## src/rtl/byte_mem_ctrl_pkg.sv

```systemverilog
// byte_mem_ctrl_pkg: shared encodings and widths for the byte-serial memory controller
package byte_mem_ctrl_pkg;
    localparam int BYTE_SIZE      = 8;
    localparam int DEF_ADDR_WIDTH = 17;
    localparam logic [1:0] MEM_IDLE  = 2'b00;
    localparam logic [1:0] MEM_READ  = 2'b01;
    localparam logic [1:0] MEM_WRITE = 2'b10;
    localparam logic [1:0] SIZE_BYTE = 2'b00;
    localparam logic [1:0] SIZE_HALF = 2'b01;
    localparam logic [1:0] SIZE_WORD = 2'b10;
    localparam logic [1:0] S_IDLE  = 2'b00;
    localparam logic [1:0] S_ISSUE = 2'b01;
    localparam logic [1:0] S_DRAIN = 2'b10;
    localparam logic [1:0] S_RESP  = 2'b11;
    function automatic logic [1:0] last_idx(input logic [1:0] size);
        return size == SIZE_BYTE ? 2'd0 : size == SIZE_HALF ? 2'd1 : 2'd3;
    endfunction
endpackage

```

## src/rtl/byte_mem_ctrl.sv

```systemverilog
// byte_mem_ctrl: splits byte/half/word cache requests into single-byte memory accesses.
// Define BYTE_MEM_CTRL_ALIGN_CHECK_EN to reject misaligned half/word requests with resp_err.
module byte_mem_ctrl #(
    parameter int LEN        = 32,
    parameter int ADDR_WIDTH = byte_mem_ctrl_pkg::DEF_ADDR_WIDTH,
    parameter int BYTE_SIZE  = byte_mem_ctrl_pkg::BYTE_SIZE
) (
    input  logic                  clk,
    input  logic                  rst,
    input  logic                  req_valid,
    output logic                  req_ready,
    input  logic                  req_write,
    input  logic [1:0]            req_size,
    input  logic [ADDR_WIDTH-1:0] req_addr,
    input  logic [LEN-1:0]        req_wdata,
    output logic                  resp_valid,
    output logic [LEN-1:0]        resp_rdata,
    output logic                  resp_err,
    output logic [ADDR_WIDTH-1:0] mem_vis_addr,
    output logic [BYTE_SIZE-1:0]  writen_data,
    output logic [1:0]            mem_vis_signal,
    input  logic [BYTE_SIZE-1:0]  mem_data
);
    import byte_mem_ctrl_pkg::*;

    logic [1:0]     state, size_l, k, cap_k, last_k;
    logic           wr_l, rd_pend, misaligned;
    logic [LEN-1:0] wdata_l, assembly, asm_next;

    assign last_k     = last_idx(size_l);
    assign req_ready  = state == S_IDLE;
    assign resp_valid = state == S_RESP;

`ifdef BYTE_MEM_CTRL_ALIGN_CHECK_EN
    assign misaligned = req_size[1] ? |req_addr[1:0] : req_size[0] & req_addr[0];
`else
    assign misaligned = 1'b0;
`endif

    // read data trails its issue by one cycle, so the lane captured is the previous k
    always_comb begin
        asm_next = assembly;
        if (rd_pend) asm_next[{cap_k, 3'b000} +: BYTE_SIZE] = mem_data;
    end

    always_ff @(posedge clk) begin
        if (!rst) begin
            state          <= S_IDLE;
            size_l         <= '0;
            k              <= '0;
            cap_k          <= '0;
            wr_l           <= 1'b0;
            rd_pend        <= 1'b0;
            wdata_l        <= '0;
            assembly       <= '0;
            resp_rdata     <= '0;
            resp_err       <= 1'b0;
            mem_vis_signal <= MEM_IDLE;
            mem_vis_addr   <= '0;
            writen_data    <= '0;
        end else begin
            rd_pend  <= state == S_ISSUE && !wr_l;
            cap_k    <= k;
            assembly <= asm_next;
            case (state)
                S_IDLE: if (req_valid) begin
                    size_l   <= req_size;
                    wr_l     <= req_write;
                    wdata_l  <= req_wdata;
                    k        <= '0;
                    assembly <= '0;
                    if (misaligned) begin
                        state      <= S_RESP;
                        resp_err   <= 1'b1;
                        resp_rdata <= '0;
                    end else begin
                        state          <= S_ISSUE;
                        resp_err       <= 1'b0;
                        mem_vis_signal <= req_write ? MEM_WRITE : MEM_READ;
                        mem_vis_addr   <= req_addr;
                        writen_data    <= req_write ? req_wdata[BYTE_SIZE-1:0] : '0;
                    end
                end
                S_ISSUE: if (k == last_k) begin
                    mem_vis_signal <= MEM_IDLE;
                    writen_data    <= '0;
                    state          <= wr_l ? S_RESP : S_DRAIN;
                    if (wr_l) resp_rdata <= '0;
                end else begin
                    k            <= k + 2'd1;
                    mem_vis_addr <= mem_vis_addr + 1'b1;
                    writen_data  <= wr_l ? wdata_l[{k + 2'd1, 3'b000} +: BYTE_SIZE] : '0;
                end
                S_DRAIN: begin
                    resp_rdata <= asm_next;
                    state      <= S_RESP;
                end
                S_RESP: state <= S_IDLE;
            endcase
        end
    end
endmodule

```

## config.mk

```make
export PLATFORM = sky130hd
export DESIGN_NAME = byte_mem_ctrl
export DESIGN_NICKNAME = d
export VERILOG_FILES = /design/src/rtl/byte_mem_ctrl_pkg.sv /design/src/rtl/byte_mem_ctrl.sv
export SDC_FILE = /design/constraint.sdc
export NUM_CORES = 1
export LEC_CHECK = 0
export CORE_UTILIZATION = 40
export CTS_CLUSTER_SIZE = 16
export DETAILED_ROUTE_END_ITERATION = 16
export GPL_TIMING_DRIVEN = 0
export MAX_ROUTING_LAYER = met4
export PLACE_DENSITY = 0.68
export SLEW_MARGIN = 0
export SYNTH_ARGS = -nofsm -noshare
export SYNTH_HDL_FRONTEND = slang
export SYNTH_SLANG_ARGS = --single-unit
```

## constraint.sdc

```tcl
create_clock -name clk -period 2.29 [get_ports clk]
set_clock_uncertainty 0.2 [all_clocks]
set_input_delay 0.458 -clock clk [delete_from_list [all_inputs] [get_ports clk]]
set_output_delay 0.458 -clock clk [all_outputs]
set_load 0.05 [all_outputs]
```

==> flow_metrics.env, run 1 <==
export IMPL_outcome="completed"
export IMPL_place_inst=972
export IMPL_final_seq_area_sq_um=2676
export IMPL_grt_util_all_layers_pct=26.03
export IMPL_syn2layout_area_growth_pct=41.01
export IMPL_cp_buffers_inverters=2
export IMPL_via_count=6039
export IMPL_hold_path_class="reg -> reg"
export IMPL_drive_gt1_share_pct=16.17
export IMPL_timing_final_crit_share_pct=99.81
export IMPL_avgSynthCellArea_sq_um=8.956
export IMPL_ff2ff_path_depth=7
export IMPL_yosysSeqAreaShare_pct=44.71
export IMPL_wl_met2_um=9073
export IMPL_clk_latency_ns=0.42
export IMPL_end_kind="flop"
export IMPL_core_area_sq_um=14530
export IMPL_tritoncts="built"
export IMPL_die_h_um=124.0
export IMPL_cp_max_fo=5
export IMPL_fin_crit_ns=2.286
export IMPL_fin_tns_setup_ns=0
export IMPL_critical_path_slowest_cell="or4_1"
export IMPL_cp_startpoint="cap_k[0]"
export IMPL_worstSetupPathType="reg -> reg"
export IMPL_wire_per_inst_um=18.83
export IMPL_cts_num_sinks=133
export IMPL_grt_pass1_vias=5865
export IMPL_gr_total_overflow=0
export IMPL_antenna_found_initial=0
export IMPL_grt_max_degree=17
export IMPL_arrival_ns=2.44
export IMPL_dr_wl_met3_um=1436
export IMPL_path_cells="inv_6 -> ha_4 -> nor4bb_4 -> clkbuf_8 -> a22oi_2 -> or4_1 -> a21oi_2"
export IMPL_met1Wirelength_um=8251
export IMPL_place_gp_congestion=0.8870
export IMPL_synth_async_reset_ratio_pct=0
export IMPL_port_buffers=123
export IMPL_whs_ns=0.2561
export IMPL_grt_pass1_wl_um=29500
export IMPL_die_w_um=124.0
export IMPL_r2r_end="resp_rdata[6]"
export IMPL_cp_slowest_stage_delay_ns=0.56
export IMPL_rows=44
export IMPL_cp_start_kind="flop"
export IMPL_worstReg2RegStart="cap_k[0]"
export IMPL_start_util_pct=40.98
export IMPL_path_clk_slew_ns=0.06
export IMPL_powerDensity_nw_per_um2=1092
export IMPL_yosys_top_cells_area="dfxtp_1 (45%), nand2_1 (6.3%), a21oi_1 (4.8%)"
export IMPL_relSlewSlack_pct=55.82
export IMPL_ir_worst_vdd_v=0.0006858
export IMPL_vias_per_cell=5.926
export IMPL_root_buffer="clkbuf_16"
export IMPL_synth_most_common_cell="dfxtp_1"
export IMPL_tightestPinTransition_ns=0.6627
export IMPL_power_w=0.009174
export IMPL_setup_viol=0
export IMPL_clock_path_buffers=2
export IMPL_top_layer="met4"
export IMPL_critical_path_required_ns=2.44
export IMPL_synth_top_area_share_pct=44.71
export IMPL_cp_top_family="simple AND/OR/NAND/NOR gates"
export IMPL_rsz0062_at_grt="yes"
export IMPL_ios=125
export IMPL_diodes=0
export IMPL_multi_input_area_sq_um=3229
export IMPL_slew_violations=0
export IMPL_hpwlAfterDp_um=13210
export IMPL_r2r_setup_slack_ns=0.004
export IMPL_drc_errors=0
export IMPL_cts_buffers=17
export IMPL_postCtsHoldBufs=0
export IMPL_clock_fmax_mhz=437.5
export IMPL_worst_slack_ns=0.004323
export IMPL_drv_cap=0
export IMPL_syn_inst=665
export IMPL_pre_cts_slack_ns=-0.7673
export IMPL_dr_first_iter_drc_count=888
export IMPL_firstDrtPassIters=9
export IMPL_yosysWarnings=0
export IMPL_synth_edff_count=0
export IMPL_min_path_cells=2
export IMPL_synth_common_cells="dfxtp_1 (133), nand2_1 (100), a21oi_1 (57)"
export IMPL_synth_nets=738
export IMPL_yosys_cell_types_count=65
export IMPL_synthesis_area_sq_um=5956
export IMPL_p_leak_nw=3.064
export IMPL_ctsHtreeMaxLevel=4
export IMPL_fill_cells=1294
export IMPL_yosysTopAreaCell="dfxtp_1"
export IMPL_nets=895
export IMPL_crit_end="resp_rdata[6]"
export IMPL_ant_nets=0
export IMPL_ys_ff_latch=133
export IMPL_hold_violations=0
export IMPL_synthFlopType="dfxtp_1"
export IMPL_wl_um=19190
export IMPL_dieArea_sq_um=15380
export IMPL_cp_depth=7
export IMPL_stdcell_count=1019
==> logic make-up after synthesis <==
logic type      count (synthesis)  share of synthesized area, %
fa+ha+maj                      10                         2.101
other cells                     1                       0.06296
flops                         133                         44.71
mux                            12                         3.718
simple gates                  231                         19.64
buf+inv                        66                         4.496
compound gates                212                         25.27
==> how the worst min path moves through the flow <==
stage                         from             end
finish                  wdata_l[6]      wdata_l[6]
global route            wdata_l[6]      wdata_l[6]
CTS                    wdata_l[11]     wdata_l[11]
detailed placement  resp_rdata[13]  resp_rdata[13]
global placement        wdata_l[0]      wdata_l[0]
floorplan              wdata_l[24]     wdata_l[24]
==> area by class of cell <==
class                   instances  share of cell area [%]
plain buffers                  51                   3.159
clock buffers                  18                   5.229
clock inverters                14                   1.788
inverters                      12                  0.6108
multi-input cells             466                   38.45
flip-flops and latches        133                   31.87
well taps                     184                   2.741
repair buffers                141                   16.15
==> worst min-delay path: cells and delay by family, from the launching register on <==
kind             cells  cell delay [ns]
AO/OA/AOI/OAI        1             0.05
flip-flops           1             0.31
AND/OR/NAND/NOR      1             0.05
==> placed cells by master (no fill, tap or decap), types with 6 or more instances in the layout <==
| cell type | n |
|---|---|
| a21o_1 | 6 |
| a21oi_1 | 53 |
| a221oi_1 | 14 |
| a222oi_1 | 7 |
| a22o_1 | 7 |
| a22oi_1 | 23 |
| a32o_1 | 7 |
| buf_2 | 6 |
| buf_4 | 18 |
| clkbuf_1 | 20 |
| clkbuf_16 | 17 |
| clkbuf_2 | 17 |
| clkdlybuf4s50_1 | 106 |
| dfxtp_1 | 126 |
| dlygate4sd2_1 | 13 |
| inv_1 | 8 |
| mux4_2 | 8 |
| nand2_1 | 99 |
| nand3_1 | 19 |
| nand4_1 | 7 |
| nor2_1 | 36 |
| nor2b_1 | 8 |
| nor3_1 | 7 |
| nor4_1 | 10 |
| o21ai_0 | 25 |
| o2bb2ai_1 | 25 |
| o32ai_1 | 7 |
==> power by group <==
part / internal, W / total (W) / switching [W] / leakage, nW
logic: 0.00123 / 0.00346 / 0.00223 / 1.69
clock network: 0.00164 / 0.00274 / 0.00110 / 0.289
registers: 0.00267 / 0.00298 / 0.000301 / 1.09
total: 0.00554 / 0.00917 / 0.00363 / 3.06
==> per-stage QoR <==
| step | instance area, sq um | util (%) |
|---|---|---|
| after floorplan | 5976 | - |
| after global routing | 8398 | 57.78 |
| after detailed placement | 7437 | 51.17 |
| after CTS | 8179 | 56.28 |
| after global placement | 7437 | 51.17 |
| final | 8398 | 57.78 |
==> metal layers <==
layer,track usage [%],vias up
li1,-,2814
met1,32.22,2880
met2,42.05,300
met3,4.853,45
met4,9.970,0
met5,-,-
==> timing repair <==
item                                   in CTS  in global routing
gates cloned                                1                  0
pin swaps                                   4                  9
resized for setup                          61                 48
setup endpoints to repair                 131                112
endpoints found under the hold margin       0                  0
buffers inserted                            4                 13
Note: power is estimated with default switching activity, not from simulation.
==> run 2: changes to the inputs <==
--- a/config.mk
+++ b/config.mk
@@ -5,12 +5,14 @@
 export SDC_FILE = /design/constraint.sdc
 export NUM_CORES = 1
 export LEC_CHECK = 0
-export CORE_UTILIZATION = 40
+export CELL_PAD_IN_SITES_DETAIL_PLACEMENT = 1
+export CELL_PAD_IN_SITES_GLOBAL_PLACEMENT = 2
+export CORE_UTILIZATION = 28
 export CTS_CLUSTER_SIZE = 16
 export DETAILED_ROUTE_END_ITERATION = 16
 export GPL_TIMING_DRIVEN = 0
 export MAX_ROUTING_LAYER = met4
-export PLACE_DENSITY = 0.68
+export PLACE_DENSITY_LB_ADDON = 0.1
 export SLEW_MARGIN = 0
 export SYNTH_ARGS = -nofsm -noshare
 export SYNTH_HDL_FRONTEND = slang
==> run 2 against run 1 <==
Maximum frequency grew 0.84%. Clock power about the same. Combinational power barely moved. Global-route usage decreased by 4.7 points. Sequential power about the same. Routed wire length up 17%. First-iteration DRC count shrank 68%. Utilization is 16 points lower. Register-to-register slack improved by 0.02 ns. Worst setup slack gained 0.019 ns. Critical path depth is 1 lower. Final cell count grew 8.2%.
==> flow_metrics.env, run 2 (same netlist as run 1, synthesis figures left out) <==
export IMPL_outcome="completed"
export IMPL_postCtsHoldBufs=0
export IMPL_p_comb_share_pct=37.8
export IMPL_drc_errors=0
export IMPL_cp_max_fo=6
export IMPL_die_h_um=147.8
export IMPL_post_route_util_pct=41.55
export IMPL_switchingPower_w=0.003817
export IMPL_dr_wl_met3_um=540
export IMPL_firstDrtPassIters=4
export IMPL_met1Wirelength_um=10700
export IMPL_wl_um=22460
export IMPL_root_buffer="clkbuf_16"
export IMPL_gr_total_overflow=0
export IMPL_pre_cts_slack_ns=-0.9712
export IMPL_cts_num_sinks=133
export IMPL_rsz0062_at_grt="yes"
export IMPL_port_buffers=123
export IMPL_die_w_um=147.8
export IMPL_ctsHtreeMaxLevel=4
export IMPL_dpl_cell_area_sq_um=7545
export IMPL_clock_fmax_mhz=441.2
export IMPL_wire_per_inst_um=20.36
export IMPL_p_seq_share_pct=32.6
export IMPL_final_common_cell="dfxtp_1"
export IMPL_diodes=0
export IMPL_whs_endpoint="wdata_l[2]"
export IMPL_hp_start="wdata_l[2]"
export IMPL_worst_slack_ns=0.02326
export IMPL_end_kind="flop"
export IMPL_setup_viol=0
export IMPL_most_common_layout_cells="dfxtp_1 (124), clkdlybuf4s50_1 (99), nand2_1 (98), a21oi_1 (50), nor2_1 (35)"
export IMPL_dieArea_sq_um=21860
export IMPL_critical_path_required_ns=2.43
export IMPL_p_int_w=0.005412
export IMPL_fill_cells=2380
export IMPL_hold_violations=0
export IMPL_wl_met2_um=11130
export IMPL_via_count=5952
export IMPL_p_leak_nw=3.137
export IMPL_place_gp_congestion=0.8665
export IMPL_core_area_sq_um=20560
export IMPL_r2r_end="mem_vis_addr[4]"
export IMPL_power_w=0.009228
export IMPL_dr_first_iter_drc_count=280
export IMPL_grt_util_all_layers_pct=21.31
export IMPL_whs_ns=0.2579
export IMPL_ant_nets=0
export IMPL_tritoncts="built"
export IMPL_rows=52
export IMPL_tightestPinTransition_ns=0.7139
export IMPL_grt_max_degree=17
export IMPL_arrival_ns=2.40
export IMPL_hold_path_class="reg -> reg"
export IMPL_worstSetupPathType="reg -> reg"
export IMPL_vias_per_cell=5.396
export IMPL_timing_final_crit_share_pct=98.98
export IMPL_r2r_setup_slack_ns=0.02
export IMPL_ir_worst_vdd_v=0.0006193
export IMPL_powerDensity_nw_per_um2=1080
export IMPL_path_clk_slew_ns=0.06
export IMPL_worstReg2RegStart="state[0]"
export IMPL_ios=125
export IMPL_grt_pass1_vias=6140
export IMPL_clock_path_buffers=2
export IMPL_swShare_pct=41.36
export IMPL_antenna_found_initial=0
export IMPL_syn2layout_area_growth_pct=43.45
export IMPL_fin_area_sq_um=8543
export IMPL_cts_buffers=17
export IMPL_pwr_share_clk_pct=29.7
export IMPL_slew_violations=0
export IMPL_start_util_pct=28.97
export IMPL_min_path_cells=2
export IMPL_cp_start_kind="flop"
export IMPL_drive_gt1_share_pct=17.65
export IMPL_grt_pass1_wl_um=34930
export IMPL_drv_cap=0
export IMPL_fin_crit_ns=2.267
export IMPL_ff2ff_path_depth=6
export IMPL_nets=893
export IMPL_clk_latency_ns=0.42
export IMPL_top_layer="met4"
export IMPL_hpwlAfterDp_um=15880
export IMPL_relSlewSlack_pct=52.40
run 2: critical path, stage by stage, from the launching register on:
cell and delay, ns:
dfxtp_4 0.38, inv_1 0.09, ha_4 0.20, mux2i_2 0.20, or4_4 0.48, or4_1 0.48, a31oi_1 0.17
run 2: metrics by stage:
step,TNS (ns),instances
finish,0,1103
detailed placement,-72.76,1058
floorplan,0,665
global route,-0.2829,1103
global placement,-65.81,1058
CTS,-0.4042,1093
run 2: how the worst max path moves through the flow:
stage	slack (ns)	cells past startpoint	to	from
CTS	-0.09	4	writen_data[2]	k[1]
global placement	-0.92	8	flop	req_valid
floorplan	0.01	7	mem_vis_addr[4]	state[0]
finish	0.02	6	mem_vis_addr[4]	state[0]
detailed placement	-0.97	8	flop	req_valid
global route	-0.07	6	mem_vis_addr[4]	state[0]
run 2: power groups by stage:
stage	logic (W)	registers [W]	clock network, W
3_5_place_dp	0.00332	0.00304	0
3_3_place_gp	0.00325	0.00302	0
6_report	0.00348	0.00301	0.00274
2_1_floorplan	0.00157	0.00355	0
5_1_grt	0.00373	0.00305	0.00291
4_1_cts	0.00340	0.00300	0.00279
run 2: area by class of cell:
type / instances / area, sq um / share of cell area (%)
clock inverter: 14 / 140.1 / 1.640
timing repair buffer: 140 / 1361 / 15.93
tap: 270 / 337.8 / 3.954
sequential: 133 / 2679 / 31.36
buffer: 50 / 254.0 / 2.973
clock buffer: 18 / 439.2 / 5.141
inverter: 12 / 53.80 / 0.6298
multi-input combinational: 466 / 3278 / 38.37
run 2: what timing repair did:
item	CTS	global route
endpoints found under the hold margin	0	0
gates cloned	1	0
resized for setup	77	55
setup endpoints to repair	141	115
pin swaps	4	9
setup buffers	4	12
run 2: routing by layer:
layer  track usage, %  vias to the layer above
met3            3.858                        4
met4            4.639                        0
li1                 -                     2815
met2            34.55                      113
met5                -                        -
met1            27.59                     3020
==> run 3: changes to the inputs <==
==> constraint.sdc (replaced) <==
create_clock -name clk -period 2.29 [get_ports clk]
set_clock_uncertainty 0.2 [all_clocks]
set_input_delay 0.458 -clock clk [delete_from_list [all_inputs] [get_ports clk]]
set_output_delay 0.458 -clock clk [all_outputs]
set_load 0.1 [all_outputs]
==> run 3 against run 2 <==
The flow now finishes with violations (negative setup slack). Utilization grew 0.12 points. Final cell count grew 0.27%. Critical endpoint unchanged. Highest routed layer unchanged. Hold slack lost 0.0029 ns. Flip-flop and latch count is the same.
==> flow_metrics.env, run 3 (same netlist as run 1, synthesis figures left out) <==
export IMPL_outcome="complete, but fails checks"
export IMPL_violations="negative setup slack"
export IMPL_most_common_layout_cells="dfxtp_1 (114), nand2_1 (99), clkdlybuf4s50_1 (62), a21oi_1 (52), clkbuf_2 (44)"
export IMPL_hold_path_class="reg -> reg"
export IMPL_swShare_pct=44.10
export IMPL_worstSetupPathType="reg -> reg"
export IMPL_worst_slack_ns=-0.02474
export IMPL_fin_tns_setup_ns=-0.02474
export IMPL_syn2layout_area_growth_pct=43.84
export IMPL_tightestPinTransition_ns=0.9579
export IMPL_p_seq_share_pct=29.8
export IMPL_fin_crit_ns=2.315
export IMPL_ant_nets=0
export IMPL_start_util_pct=28.97
export IMPL_core_area_sq_um=20560
export IMPL_pre_cts_slack_ns=-1.086
export IMPL_antenna_found_initial=0
export IMPL_grt_pass1_vias=6230
export IMPL_slew_violations=0
export IMPL_pwr_share_clk_pct=28.0
export IMPL_drv_cap=0
export IMPL_grt_util_all_layers_pct=21.57
export IMPL_place_gp_congestion=0.8808
export IMPL_via_count=5943
export IMPL_p_int_w=0.005669
export IMPL_ir_worst_vdd_v=0.0005368
export IMPL_arrival_ns=2.46
export IMPL_die_h_um=147.8
export IMPL_drc_errors=0
export IMPL_clock_path_buffers=2
export IMPL_cp_start_kind="flop"
export IMPL_timing_final_crit_share_pct=101.1
export IMPL_end_kind="flop"
export IMPL_stdcell_count=1106
export IMPL_clk_latency_ns=0.43
export IMPL_relSlewSlack_pct=36.39
export IMPL_vias_per_cell=5.373
export IMPL_powerDensity_nw_per_um2=1184
export IMPL_ctsHtreeMaxLevel=4
export IMPL_hpwlAfterDp_um=15870
export IMPL_path_clk_slew_ns=0.06
export IMPL_drive_gt1_share_pct=24.40
export IMPL_port_buffers=123
export IMPL_hold_violations=0
export IMPL_postCtsHoldBufs=0
export IMPL_cts_num_sinks=133
export IMPL_rows=52
export IMPL_p_comb_share_pct=42.1
export IMPL_firstDrtPassIters=5
export IMPL_diodes=0
export IMPL_final_common_cell="dfxtp_1"
export IMPL_place_inst=1058
export IMPL_wl_um=22200
export IMPL_die_w_um=147.8
export IMPL_cts_buffers=17
export IMPL_gr_total_overflow=0
export IMPL_dieArea_sq_um=21860
export IMPL_rsz0062_at_grt="yes"
export IMPL_wire_per_inst_um=20.07
export IMPL_dpl_cell_area_sq_um=7581
export IMPL_root_buffer="clkbuf_16"
export IMPL_fin_area_sq_um=8567
export IMPL_setup_viol=1
export IMPL_tritoncts="built"
export IMPL_nets=898
export IMPL_cp_max_fo=6
export IMPL_switchingPower_w=0.004472
export IMPL_p_leak_nw=3.062
export IMPL_ios=125
export IMPL_clock_fmax_mhz=432.0
export IMPL_grt_max_degree=17
export IMPL_dr_first_iter_drc_count=293
export IMPL_critical_path_required_ns=2.43
export IMPL_grt_pass1_wl_um=35060
-- run 3: changes by cell type in the layout (fill, tap and decap cells not counted), moves of 8 or more --
| cell | before | now |
|---|---|---|
| dlygate4sd2_1 | 15 | 1 |
| clkdlybuf4s15_1 | 0 | 15 |
| dfxtp_1 | 124 | 114 |
| clkbuf_2 | 19 | 44 |
| clkdlybuf4s15_2 | 1 | 20 |
| dlymetal6s2s_1 | 8 | 0 |
| clkdlybuf4s50_1 | 99 | 62 |
-- run 3: critical path: stages (launching register included) --
cell and delay, ns:
dfxtp_4 0.38, inv_2 0.06, ha_4 0.19, mux2i_4 0.21
or4_4 0.43, buf_6 0.14, or4_1 0.47, a31oi_1 0.15
-- run 3: final cells by class --
cell class / instances / area (sq um)
Fill cell: 2369 / 11990
Multi-Input combinational cell: 466 / 3294
Sequential cell: 133 / 2701
Timing Repair Buffer: 144 / 1287
Clock buffer: 21 / 491.7
Tap cell: 270 / 337.8
Buffer: 51 / 277.8
Clock inverter: 9 / 117.6
Inverter: 12 / 58.81
-- run 3: power by group through the flow --
stage | clock network (W) | logic, W | registers, W
2_1_floorplan | 0 | 0.00166 | 0.00424
3_5_place_dp | 0 | 0.00407 | 0.00306
3_3_place_gp | 0 | 0.00401 | 0.00304
5_1_grt | 0.00301 | 0.00455 | 0.00308
4_1_cts | 0.00291 | 0.00413 | 0.00302
6_report | 0.00284 | 0.00427 | 0.00303
-- run 3: path summary, 6_finish.rpt --
check | startpoint | end | slack, ns | depth (start not counted)
worst min register to register | wdata_l[18] | wdata_l[18] | 0.26 | 2
worst min-delay path | wdata_l[18] | wdata_l[18] | 0.26 | 2
worst max-delay path | state[0] | mem_vis_addr[4] | -0.02 | 7
worst max register to register | state[0] | mem_vis_addr[4] | -0.02 | 7
-- run 3: per-layer routing --
metal / part of all wire, % / GRT usage [%] / up-vias
li1: - / - / 2821
met1: 46 / 26.96 / 2977
met2: 49 / 35.85 / 129
met3: 3.9 / 3.889 / 16
met4: 0.88 / 5.361 / 0
met5: 0 / - / -
-- run 3: stage by stage --
step                      power [W]  utilization (%)  hold slack, ns
after floorplan            0.005902                -          0.2331
after global placement     0.007049            36.87          0.2396
after detailed placement   0.007125            36.87          0.2457
after CTS                   0.01005            41.01          0.2559
after global routing        0.01063            41.67          0.2790
final                       0.01014            41.67          0.2550
-- run 3: what timing repair did --
item / 4_1_cts / 5_1_grt
gates cloned: 1 / 0
endpoints found under the hold margin: 0 / 0
setup endpoints to repair: 185 / 153
gates resized for setup: 191 / 90
pin swaps: 4 / 12
buffers inserted: 6 / 14
